## config.mk

```make
export PLATFORM = sky130hd
export DESIGN_NAME = pd_sequencer
export DESIGN_NICKNAME = d
export VERILOG_FILES = /design/src/rtl/pd_sequencer.sv
export SDC_FILE = /design/constraint.sdc
export NUM_CORES = 1
export LEC_CHECK = 0
export ABC_AREA = 1
export CAP_MARGIN = 40
export CORE_MARGIN = 2
export CORE_UTILIZATION = 50
export DETAILED_ROUTE_END_ITERATION = 8
export GPL_TIMING_DRIVEN = 0
export PLACE_DENSITY = 0.71
export SLEW_MARGIN = 10
export SYNTH_ARGS = -nofsm -noshare
export SYNTH_HDL_FRONTEND = slang
export SYNTH_SLANG_ARGS = --single-unit
export TNS_END_PERCENT = 20
```

## constraint.sdc

```tcl
create_clock -name clk -period 2.35 [get_ports clk]
set_input_delay 0.3525 -clock clk [delete_from_list [all_inputs] [get_ports clk]]
set_output_delay 0.3525 -clock clk [all_outputs]
set_load 0.03 [all_outputs]
```

## src/rtl/pd_sequencer.sv

```systemverilog
// pd_sequencer: multi-domain power-gating sequencer.
//
// Each of NUM_DOM domains runs its own sleep/wake sequence:
//   ON -> ISO_ENTER -> RET_ENTER -> PSW_OFF -> OFF -> PSW_ON -> RET_EXIT -> ISO_EXIT -> ON
// with ISO_CYC / RET_CYC / PSW_CYC dwell cycles per timed phase.
// A single switch token limits supply switching to one domain at a time.
//
// Ports:
//   clk                    rising-edge clock
//   reset                  asynchronous, active-high reset (all domains to ON)
//   sleep_req[i]           level request, 1 = domain i should be powered off
//   sleep_ack[i]           1 only while domain i is in OFF
//   isolation_enable[i]    1 = domain i outputs clamped
//   state_retention_enable 1 = retention save/hold
//   power_switch_enable[i] 1 = domain i supply switched off
//   dom_state              per-domain state code, domain i at [3i+2:3i]
//   busy                   some domain is in a transitional (non ON/OFF) state
//
// Handshake: sleep_req is a level, not a pulse. sleep_ack rises only once the
// supply is off and drops on the same edge the wake sequence starts.
module pd_sequencer #(
  parameter int NUM_DOM = 4,
  parameter int CNT_W   = 8,
  parameter int ISO_CYC = 8,
  parameter int RET_CYC = 10,
  parameter int PSW_CYC = 6
) (
  input  logic                 clk,
  input  logic                 reset,
  input  logic [NUM_DOM-1:0]   sleep_req,
  output logic [NUM_DOM-1:0]   sleep_ack,
  output logic [NUM_DOM-1:0]   isolation_enable,
  output logic [NUM_DOM-1:0]   state_retention_enable,
  output logic [NUM_DOM-1:0]   power_switch_enable,
  output logic [3*NUM_DOM-1:0] dom_state,
  output logic                 busy
);

  typedef enum logic [2:0] {
    ST_ON        = 3'd0,
    ST_ISO_ENTER = 3'd1,
    ST_RET_ENTER = 3'd2,
    ST_PSW_OFF   = 3'd3,
    ST_OFF       = 3'd4,
    ST_PSW_ON    = 3'd5,
    ST_RET_EXIT  = 3'd6,
    ST_ISO_EXIT  = 3'd7
  } state_t;

  localparam logic [CNT_W-1:0] ISO_LAST = CNT_W'(ISO_CYC - 1);
  localparam logic [CNT_W-1:0] RET_LAST = CNT_W'(RET_CYC - 1);
  localparam logic [CNT_W-1:0] PSW_LAST = CNT_W'(PSW_CYC - 1);

  // Terminal dwell count of a timed state.
  function automatic logic [CNT_W-1:0] last_count(input state_t s);
    case (s)
      ST_ISO_ENTER, ST_ISO_EXIT: last_count = ISO_LAST;
      ST_RET_ENTER, ST_RET_EXIT: last_count = RET_LAST;
      ST_PSW_OFF,   ST_PSW_ON:   last_count = PSW_LAST;
      default:                   last_count = '0;
    endcase
  endfunction

  state_t             state_q [NUM_DOM];
  state_t             state_d [NUM_DOM];
  logic [CNT_W-1:0]   cnt_q   [NUM_DOM];
  logic [CNT_W-1:0]   cnt_d   [NUM_DOM];
  logic [NUM_DOM-1:0] done;
  logic [NUM_DOM-1:0] tok_req;
  logic [NUM_DOM-1:0] grant;
  logic               holder_stays;
  logic               taken;
  logic               busy_d;

  // Token arbitration. A holder that is finishing its switch phase on this
  // edge releases the token on the same edge, so a waiting domain can take
  // it immediately and the switch phases run back to back without overlap.
  always_comb begin
    holder_stays = 1'b0;
    done         = '0;
    tok_req      = '0;
    for (int i = 0; i < NUM_DOM; i++) begin
      done[i] = (state_q[i] != ST_ON) && (state_q[i] != ST_OFF) &&
                (cnt_q[i] == last_count(state_q[i]));
      tok_req[i] = ((state_q[i] == ST_RET_ENTER) && done[i] && sleep_req[i]) ||
                   ((state_q[i] == ST_OFF) && !sleep_req[i]);
      if (((state_q[i] == ST_PSW_OFF) || (state_q[i] == ST_PSW_ON)) && !done[i])
        holder_stays = 1'b1;
    end
    grant = '0;
    taken = holder_stays;
    for (int i = 0; i < NUM_DOM; i++) begin
      if (tok_req[i] && !taken) begin
        grant[i] = 1'b1;
        taken    = 1'b1;
      end
    end
  end

  // Per-domain next state and dwell counter.
  always_comb begin
    busy_d = 1'b0;
    for (int i = 0; i < NUM_DOM; i++) begin
      state_d[i] = state_q[i];
      if ((state_q[i] == ST_ON) || (state_q[i] == ST_OFF))
        cnt_d[i] = '0;
      else if (!done[i])
        cnt_d[i] = cnt_q[i] + CNT_W'(1);
      else
        cnt_d[i] = cnt_q[i];  // saturated while waiting for the token

      case (state_q[i])
        ST_ON:        if (sleep_req[i]) state_d[i] = ST_ISO_ENTER;
        ST_ISO_ENTER: if (!sleep_req[i]) state_d[i] = ST_ISO_EXIT;
                      else if (done[i]) state_d[i] = ST_RET_ENTER;
        ST_RET_ENTER: if (!sleep_req[i]) state_d[i] = ST_RET_EXIT;
                      else if (done[i] && grant[i]) state_d[i] = ST_PSW_OFF;
        ST_PSW_OFF:   if (done[i]) state_d[i] = ST_OFF;
        ST_OFF:       if (grant[i]) state_d[i] = ST_PSW_ON;
        ST_PSW_ON:    if (done[i]) state_d[i] = ST_RET_EXIT;
        ST_RET_EXIT:  if (done[i]) state_d[i] = ST_ISO_EXIT;
        ST_ISO_EXIT:  if (done[i]) state_d[i] = ST_ON;
        default:      state_d[i] = ST_ON;
      endcase

      if (state_d[i] != state_q[i]) cnt_d[i] = '0;
      if ((state_d[i] != ST_ON) && (state_d[i] != ST_OFF)) busy_d = 1'b1;
    end
  end

  // State and outputs share one register stage: outputs are decoded from the
  // next state so they change on the same edge as the state.
  always_ff @(posedge clk or posedge reset) begin
    if (reset) begin
      for (int i = 0; i < NUM_DOM; i++) begin
        state_q[i] <= ST_ON;
        cnt_q[i]   <= '0;
      end
      sleep_ack              <= '0;
      isolation_enable       <= '0;
      state_retention_enable <= '0;
      power_switch_enable    <= '0;
      busy                   <= 1'b0;
    end else begin
      for (int i = 0; i < NUM_DOM; i++) begin
        state_q[i]                <= state_d[i];
        cnt_q[i]                  <= cnt_d[i];
        isolation_enable[i]       <= (state_d[i] != ST_ON);
        state_retention_enable[i] <= (state_d[i] == ST_RET_ENTER) || (state_d[i] == ST_PSW_OFF) ||
                                     (state_d[i] == ST_OFF)       || (state_d[i] == ST_PSW_ON);
        power_switch_enable[i]    <= (state_d[i] == ST_PSW_OFF) || (state_d[i] == ST_OFF);
        sleep_ack[i]              <= (state_d[i] == ST_OFF);
      end
      busy <= busy_d;
    end
  end

  for (genvar g = 0; g < NUM_DOM; g++) begin : g_state_out
    assign dom_state[3*g +: 3] = state_q[g];
  end

endmodule
```

==> results of run 1 <==
==> worst register-to-register path, stage by stage, from the launching register on <==
cell and delay [ns]:
dfrtp_2 0.49, nor2_4 0.18, buf_4 0.13, buf_4 0.15, clkinvlp_4 0.16, nand3_1 0.13
nand2_2 0.09, nor3_4 0.32, nand4_1 0.20, nand3_2 0.15, nand2_4 0.08, nand2_4 0.07
nand3_4 0.14, nor2_2 0.13
==> final cells by class <==
class	count	area, µm²
fillers	615	2440
multi-input cells	409	2210
flip-flops and latches	61	1540
repair buffers	81	701
inverters	92	360
clock buffers	12	155
well taps	102	128
clock inverters	4	70.1
plain buffers	5	45.0
==> report_power, final <==
group	internal (mW)	total (mW)	switching, mW
Clock	0.652	1.08	0.425
Combinational	2.01	5.29	3.28
Sequential	1.37	1.66	0.289
==> final timing paths <==
kind	start	end	slack, ns	depth (start not counted)
min in group clk	cnt_q[15]$_DFFE_PP0P_	cnt_q[15]$_DFFE_PP0P_	0.53	2
min reg2reg	cnt_q[15]$_DFFE_PP0P_	cnt_q[15]$_DFFE_PP0P_	0.53	2
min	reset	sleep_ack[3]$_DFF_PP0_	0.50	2
max in group asynchronous	reset	dom_state[1]$_DFF_PP0_	1.30	2
max reg2reg	dom_state[1]$_DFF_PP0_	cnt_q[9]$_DFFE_PP0P_	-0.13	13
max	dom_state[1]$_DFF_PP0_	cnt_q[9]$_DFFE_PP0P_	-0.13	13
==> state kept, by name (all words and copies together), names as in the netlist <==
signal and cells:
sleep_ack 4, dom_state 12, cnt_q 32, power_switch_enable 4, busy 1, state_retention_enable 4, isolation_enable 4
==> kinds of logic after synthesis <==
group,synth area share
buffers and inverters,0.0989
and+or+nand+nor,0.383
DFF,0.389
xor gates and xnor gates,0.0156
adders and majority gates,0.0128
AOI/OAI and AO/OA,0.100
==> what timing repair did <==
item / CTS / global route
setup buffers: 25 / 22
pin swaps: 17 / 27
endpoints found under the setup margin: 43 / 47
gates resized for setup: 33 / 47
hold buffers: 0 / 0
==> per-stage QoR <==
step / hold WS [ns] / utilization / setup WS, ns
3_3_place_gp: 0.524 / 0.574 / -0.596
6_report: 0.498 / 0.681 / -0.131
3_5_place_dp: 0.527 / 0.574 / -0.258
4_1_cts: 0.537 / 0.641 / -0.0365
2_1_floorplan: 0.512 / - / 0.0440
5_1_grt: 0.558 / 0.681 / -0.295
==> layout by cell type (no fill, tap or decap), drive strengths merged, types with 2 or more instances in the layout <==
| cell type | Yosys | final |
|---|---|---|
| xor2 | 2 | 2 |
| a21o | 2 | 2 |
| clkdlybuf4s50 | 0 | 34 |
| nand3b | 5 | 5 |
| a21oi | 20 | 20 |
| nand2 | 132 | 132 |
| or2 | 3 | 3 |
| clkinv | 1 | 2 |
| o211ai | 3 | 3 |
| o31ai | 5 | 5 |
| nor2 | 101 | 101 |
| nand3 | 70 | 70 |
| inv | 91 | 90 |
| o21ai | 23 | 23 |
| a31oi | 2 | 2 |
| o22ai | 2 | 2 |
| nand4 | 8 | 8 |
| dfrtp | 61 | 61 |
| xnor2 | 5 | 5 |
| nor3 | 12 | 12 |
| buf | 6 | 51 |
| ha | 4 | 4 |
| o21a | 3 | 3 |
| clkinvlp | 0 | 2 |
| o21bai | 3 | 3 |
| clkbuf | 2 | 13 |
| bufinv | 0 | 2 |
==> metal layers <==
metal / up-vias / GRT usage
met1: 1902 / 0.312
met2: 151 / 0.383
met3: 32 / 0.0407
met4: 0 / 0.0920
li1: 2009 / -
met5: - / 0
==> out/qor.yml, run 1 <==
crit_chain: "nor2_4 -> buf_4 -> buf_4 -> clkinvlp_4 -> nand3_1 -> nand2_2 -> nor3_4 -> nand4_1 -> nand3_2 -> nand2_4 -> nand2_4 -> nand3_4 -> nor2_2"
antenna_found_initial: 0
post_synth.cell_area_avg_um2: 6.88
cts_max_level: 3
max_freq_ghz: 0.403
wl_per_cell_um: 13.3
ys_top_cells_by_area: "dfrtp_1 (39%), nand2_1 (12%), nor2_1 (8.9%)"
wl_met1_um: 4440
ant_nets: 0
met3_length_um: 545
ys_seq_area_frac: 0.389
grt_pass1_vias: 3695
cap_viol_max_count: 0
grt_max_degree: 62
status: "finished with violations"
synth_top_cell_by_area: "dfrtp_1"
cpLargestDelayFamily: "simple AND/OR/NAND/NOR gates"
period_needed_ns: 2.48
crit_path_start_kind: "flip-flop"
die_height_um: 92.6
cts_sinks: 61
place.gp.congestion: 0.884
cts_root_buf: "clkbuf_8"
path_buf_inv: 3
yosys_register_bits: 61
end_kind: "flip-flop"
cts_buffers: 9
wl_met2_um: 4940
fin_nets: 669
cts_tree: "done"
tightestPinTransition_ns: 0.746
clk_pin_slew_ns: 0.07
finalNonFillerCells: 766
syn_nets: 580
n_antenna_cell: 0
synth.most_common_cell: "nand2_1"
failed_checks: "negative setup slack"
slew_violations: 0
ir_drop_uv: 905
critPathMaxFanout: 8
period_share: 1.06
hold_path_class: "input pin to async pin"
clock_path_buffers: 2
p_leak_nw: 2.50
io_pins: 35
first_pass_iters: 5
maxSlewHeadroom: 0.502
placed_cells: 706
die_area_um2: 8570
drc: 0
initial_core_util: 0.513
drive_above_1_share: 0.235
synth_top_area_frac: 0.389
drt-vias-per-instance: 5.34
syn_to_final_growth_pct: 32.8
drtIter0Drc: 257
grt.total_usage: 0.235
fin_area_um2: 5210
cp_data_arrival_time_ns: 2.76
highest_layer: "met4"
total_power_mw: 8.03
worstPathRequired_ns: 2.63
synth_cells: 570
die_w_um: 92.6
ys_async_sr_fraction: 1.00
synth_common_cells: "nand2_1 (125), nor2_1 (93), inv_1 (84), nand3_1 (63), dfrtp_1 (61)"
max_stage_delay_ns: 0.49
synth_edf_count: 0
wirelength_um: 10200
slowest_stage: "dfrtp_2"
rsz0062_at_grt: "true"
synth_flop_cell: "dfrtp_1"
path_class: "flip-flop to flip-flop"
synthesis.area_um2: 3920
finalHoldViolCount: 0
finClkSkew_ns: 0.00828
powerDensity_nw_per_um2: 1540
synth.distinct_cells: 37
hpwl_um: 6380
finalSetupViolCount: 35
placed_area_um2: 4390
finalWorstSetupSlack_ns: -0.131
clock_latency_ns: 0.34
rows: 32
core-area_um2: 7650
tns_ns: -1.88
vias: 4094
ys_warn_count: 0
io_buffers: 34
grt_first_pass_wirelength_um: 16300
overflow: 0
(Power assumes the default switching activity.)
==> run 2, diff against run 1 <==
--- a/config.mk
+++ b/config.mk
@@ -7,7 +7,6 @@
 export LEC_CHECK = 0
 export ABC_AREA = 1
 export CAP_MARGIN = 40
-export CORE_MARGIN = 2
 export CORE_UTILIZATION = 50
 export DETAILED_ROUTE_END_ITERATION = 8
 export GPL_TIMING_DRIVEN = 0
==> constraint.sdc (replaced) <==
create_clock -name clk -period 3 [get_ports clk]
set_input_delay 0.45 -clock clk [delete_from_list [all_inputs] [get_ports clk]]
set_output_delay 0.45 -clock clk [all_outputs]
set_load 0.03 [all_outputs]
==> out/qor.yml, run 2 (synthesis results as in run 1) <==
wl_per_cell_um: 12.3  # -7.1%
powerDensity_nw_per_um2: 1130  # -27%
die_height_um: 90.6  # -2.2%
end_kind: "flip-flop"
whs_ns: 0.548  # +0.0496 ns
io_pins: 35  # unchanged
grt.total_usage: 0.236  # +0.00111
hold_path_class: "input pin to async pin"
fin_nets: 626  # -6.4%
syn_to_final_growth_pct: 17.4
ant_nets: 0  # unchanged
cpLargestDelayFamily: "simple AND/OR/NAND/NOR gates"
status: "finished clean"
clk_pin_slew_ns: 0.07  # about the same
path_class: "flip-flop to flip-flop"
mostFrequentLayoutCell: "nand2_1"
tns_ns: 0  # +1.88 ns
tightestPinTransition_ns: 0.738  # -0.00791 ns
antenna_found_initial: 0  # unchanged
largest_reg_flops: 32  # unchanged
cts_root_buf: "clkbuf_8"
crit_top_cell: "nand2_1"
wirelength_um: 8880  # -13%
drc: 0  # unchanged
max_stage_delay_ns: 0.46  # -0.03 ns
period_share: 0.890  # -0.166
cts_max_level: 3  # unchanged
maxSlewHeadroom: 0.507  # +0.00456
die_w_um: 90.6  # -2.2%
die_area_um2: 8200  # -4.3%
post_cts_buffers: 0  # -100%
crit_path_start_kind: "flip-flop"
ir_drop_uv: 595  # -34%
grt_pass1_vias: 3501  # -5.3%
path_buf_inv: 1  # -2
critPathMaxFanout: 8  # unchanged
grt_max_degree: 37  # -40%
initial_core_util: 0.529  # +0.0165
cts_buffers: 9  # unchanged
cp_data_arrival_time_ns: 2.94  # +0.18 ns
worstPathRequired_ns: 3.27  # +0.64 ns
grt_first_pass_wirelength_um: 15500  # -4.5%
vias: 3798  # -7.2%
place.gp.congestion: 0.892  # +0.97%
finalHoldViolCount: 0  # unchanged
dp_slack_ns: 0.361  # +0.618 ns
core-area_um2: 7410  # -3.1%
cap_viol_max_count: 0  # unchanged
period_needed_ns: 2.67  # +0.189 ns
n_antenna_cell: 0  # unchanged
finClkSkew_ns: 0.00708  # -0.00120 ns
cts_tree: "done"
utilization: 0.622  # -0.0596
cts_hold_buf: 0  # unchanged
slew_violations: 0  # unchanged
rsz0062_at_grt: "false"
overflow: 0  # unchanged
clock_path_buffers: 2  # unchanged
cts_sinks: 61  # unchanged
max_freq_ghz: 0.375  # -7.1%
total_power_mw: 5.21  # -35%
hpwl_um: 6670  # +4.6%
clock_latency_ns: 0.35  # about the same
finalSetupViolCount: 0  # -100%
top_register: "cnt_q"
io_buffers: 34  # unchanged
slowest_stage: "dfrtp_1"
p_leak_nw: 2.24  # -11%
ctsResizeCount: 0  # -100%
first_pass_iters: 5  # unchanged
finalWorstSetupSlack_ns: 0.330  # +0.461 ns
drt-vias-per-instance: 5.28  # -1.3%
final_cell_mix: "nand2_1 (125), nor2_1 (93), inv_1 (83), nand3_1 (61), dfrtp_1 (60)"
drtIter0Drc: 153  # -40%
rows: 31  # -3.1%
crit_chain: "inv_2 -> nor2_2 -> nand2_1 -> nand2_1 -> nand2_1 -> nand2_2 -> nor2_4 -> nand2_2 -> nand2_1 -> nand2_1 -> nor3_4 -> nand4_1 -> nand3_1 -> nand2_1 -> nand2_1 -> nand3_2 -> nor2_1"
drive_above_1_share: 0.0966  # -0.138
[run 2: per-layer routing]
layer | global-route usage | vias to the layer above | wire length, µm
li1 | - | 1919 | -
met1 | 0.309 | 1765 | 4030
met2 | 0.385 | 103 | 4250
met3 | 0.0379 | 11 | 464
met4 | 0.103 | 0 | 133
met5 | 0 | - | 0
[run 2: through the flow]
| stage | cells | instance area [µm²] |
|---|---|---|
| after floorplan | 570 | 3920 |
| after global placement | 703 | 4390 |
| after detailed placement | 704 | 4410 |
| after CTS | 720 | 4590 |
| after global routing | 720 | 4600 |
| final | 720 | 4600 |
[run 2: where the power goes]
part | total (mW) | switching (mW) | internal [mW] | leakage [nW]
Sequential | 1.25 | 0.182 | 1.06 | 0.774
Combinational | 3.27 | 2.22 | 1.05 | 1.38
Clock | 0.689 | 0.347 | 0.343 | 0.0836
[run 2: final cells by class]
type	instances	area (µm²)
multi-input combinational	409	2020
clock buffer	11	151
timing repair buffer	35	360
clock inverter	5	35.0
fill	682	2800
buffer	8	42.5
tap	99	124
sequential	61	1530
inverter	92	345
[run 2: path summary, 6_finish.rpt]
path,from,end,slack (ns),depth (start not counted)
worst max-delay path,dom_state[6]$_DFF_PP0_,cnt_q[2]$_DFFE_PP0P_,0.33,17
worst min-delay path,reset,cnt_q[26]$_DFFE_PP0P_,0.55,2
worst max register to register,dom_state[6]$_DFF_PP0_,cnt_q[2]$_DFFE_PP0P_,0.33,17
worst min register to register,cnt_q[15]$_DFFE_PP0P_,cnt_q[15]$_DFFE_PP0P_,0.55,2
max in group asynchronous,reset,dom_state[8]$_DFF_PP0_,1.86,3
min in group clk,cnt_q[15]$_DFFE_PP0P_,cnt_q[15]$_DFFE_PP0P_,0.55,2
==> run 3, diff against run 2 <==
--- a/config.mk
+++ b/config.mk
@@ -6,7 +6,7 @@
 export NUM_CORES = 1
 export LEC_CHECK = 0
 export ABC_AREA = 1
-export CAP_MARGIN = 40
+export CAP_MARGIN = 20
 export CORE_UTILIZATION = 50
 export DETAILED_ROUTE_END_ITERATION = 8
 export GPL_TIMING_DRIVEN = 0
==> out/qor.yml, run 3 (synthesis results as in run 1) <==
status: "finished clean"
max_freq_ghz: 0.375  # unchanged
io_buffers: 34  # unchanged
cap_viol_max_count: 0  # unchanged
use_met2: 0.385  # unchanged
fin_nets: 626  # unchanged
worstPathRequired_ns: 3.27  # about the same
top_register: "cnt_q"
clock_path_buffers: 2  # unchanged
rsz0062_at_grt: "false"
drt-vias-per-instance: 5.28  # unchanged
crit_top_cell: "nand2_1"
grt_first_pass_wirelength_um: 15500  # unchanged
total_power_mw: 5.21  # unchanged
place.gp.congestion: 0.892  # unchanged
finalWorstSetupSlack_ns: 0.330  # unchanged
cts_max_level: 3  # unchanged
dp_slack_ns: 0.361  # unchanged
die_area_um2: 8200  # unchanged
initial_core_util: 0.529  # unchanged
period_share: 0.890  # unchanged
drc: 0  # unchanged
wirelength_um: 8880  # unchanged
cts_buffers: 9  # unchanged
maxSlewHeadroom: 0.507  # unchanged
finalHoldViolCount: 0  # unchanged
max_stage_delay_ns: 0.46  # about the same
n_antenna_cell: 0  # unchanged
tns_ns: 0  # unchanged
vias: 3798  # unchanged
slew_violations: 0  # unchanged
largest_reg_flops: 32  # unchanged
finClkSkew_ns: 0.00708  # unchanged
p_leak_nw: 2.24  # unchanged
overflow: 0  # unchanged
cts_tree: "done"
period_needed_ns: 2.67  # unchanged
placed_cells: 704  # unchanged
n_fill_cell: 682  # unchanged
core-area_um2: 7410  # unchanged
cts_root_buf: "clkbuf_8"
die_w_um: 90.6  # unchanged
tightestPinTransition_ns: 0.738  # unchanged
first_pass_iters: 5  # unchanged
clock_latency_ns: 0.35  # about the same
placed_area_um2: 4410  # unchanged
grt_busiest_layer: "met2"
grt_pass1_vias: 3501  # unchanged
powerDensity_nw_per_um2: 1130  # unchanged
die_height_um: 90.6  # unchanged
use_met1: 0.309  # unchanged
critPathMaxFanout: 8  # unchanged
ir_drop_uv: 595  # unchanged
finalSetupViolCount: 0  # unchanged
crit_chain: "inv_2 -> nor2_2 -> nand2_1 -> nand2_1 -> nand2_1 -> nand2_2 -> nor2_4 -> nand2_2 -> nand2_1 -> nand2_1 -> nor3_4 -> nand4_1 -> nand3_1 -> nand2_1 -> nand2_1 -> nand3_2 -> nor2_1"
cp_data_arrival_time_ns: 2.94  # about the same
syn_to_final_growth_pct: 17.4  # unchanged
hpwl_um: 6670  # unchanged
mostFrequentLayoutCell: "nand2_1"
drtIter0Drc: 153  # unchanged
crit_path_start_kind: "flip-flop"
finalNonFillerCells: 720  # unchanged
hold_path_class: "input pin to async pin"
antenna_found_initial: 0  # unchanged
io_pins: 35  # unchanged
ant_nets: 0  # unchanged
drive_above_1_share: 0.0966  # unchanged
cts_hold_buf: 0  # unchanged
use_met3: 0.0379  # unchanged
fin_area_um2: 4600  # unchanged
cts_sinks: 61  # unchanged
path_class: "flip-flop to flip-flop"
final_cell_mix: "nand2_1 (125), nor2_1 (93), inv_1 (83), nand3_1 (61), dfrtp_1 (60)"
end_kind: "flip-flop"
wl_per_cell_um: 12.3  # unchanged
grt.total_usage: 0.236  # unchanged
clk_pin_slew_ns: 0.07  # about the same
rows: 31  # unchanged
slowest_stage: "dfrtp_1"
grt_max_degree: 37  # unchanged
run 3: cell counts in the layout (fill, tap and decap cells not counted):
Identical to the previous run, type by type.
run 3: worst paths after layout:
kind / startpoint / to / slack [ns] / cells past startpoint
setup / recovery: dom_state[6]$_DFF_PP0_ / cnt_q[2]$_DFFE_PP0P_ / 0.33 / 17
hold / removal: reset / cnt_q[26]$_DFFE_PP0P_ / 0.55 / 2
setup reg to reg: dom_state[6]$_DFF_PP0_ / cnt_q[2]$_DFFE_PP0P_ / 0.33 / 17
hold reg to reg: cnt_q[15]$_DFFE_PP0P_ / cnt_q[15]$_DFFE_PP0P_ / 0.55 / 2
max in group asynchronous: reset / dom_state[8]$_DFF_PP0_ / 1.86 / 3
min in group clk: cnt_q[15]$_DFFE_PP0P_ / cnt_q[15]$_DFFE_PP0P_ / 0.55 / 2
run 3: repair_timing:
action / CTS / global route
setup endpoints to repair: 0 / 2
buffers inserted: 0 / 0
resized for setup: 0 / 3
run 3: worst max-delay path: cells and delay by family (launching register included):
kind,cells,cell delay (ns)
AND/OR/NAND/NOR,16,1.95
flip-flops,1,0.46
buffers and inverters,1,0.16
run 3: report_power, final:
| group | internal, mW | switching (mW) | leakage (nW) |
|---|---|---|---|
| logic | 1.05 | 2.22 | 1.38 |
| registers | 1.06 | 0.182 | 0.774 |
| clock network | 0.343 | 0.347 | 0.0836 |
| total | 2.46 | 2.75 | 2.24 |
run 3: cell type report:
class                           count  area [µm²]  share of cell area
Multi-Input combinational cell    409        2020               0.438
Buffer                              8        42.5             0.00924
Inverter                           92         345              0.0750
Sequential cell                    61        1530               0.332
Timing Repair Buffer               35         360              0.0783
Tap cell                           99         124              0.0269
Clock inverter                      5        35.0             0.00761
Clock buffer                       11         151              0.0329
run 3: routing by layer:
metal,up-vias,routed length (µm),part of all wire
met4,0,133,0.015
met2,103,4250,0.48
met5,-,0,0
li1,1919,-,-
met3,11,464,0.052
met1,1765,4030,0.45
run 3: through the flow:
| step | util | hold WS (ns) |
|---|---|---|
| final | 0.622 | 0.548 |
| after CTS | 0.620 | 0.542 |
| after global placement | 0.592 | 0.528 |
| after floorplan | - | 0.512 |
| after global routing | 0.622 | 0.563 |
| after detailed placement | 0.595 | 0.535 |
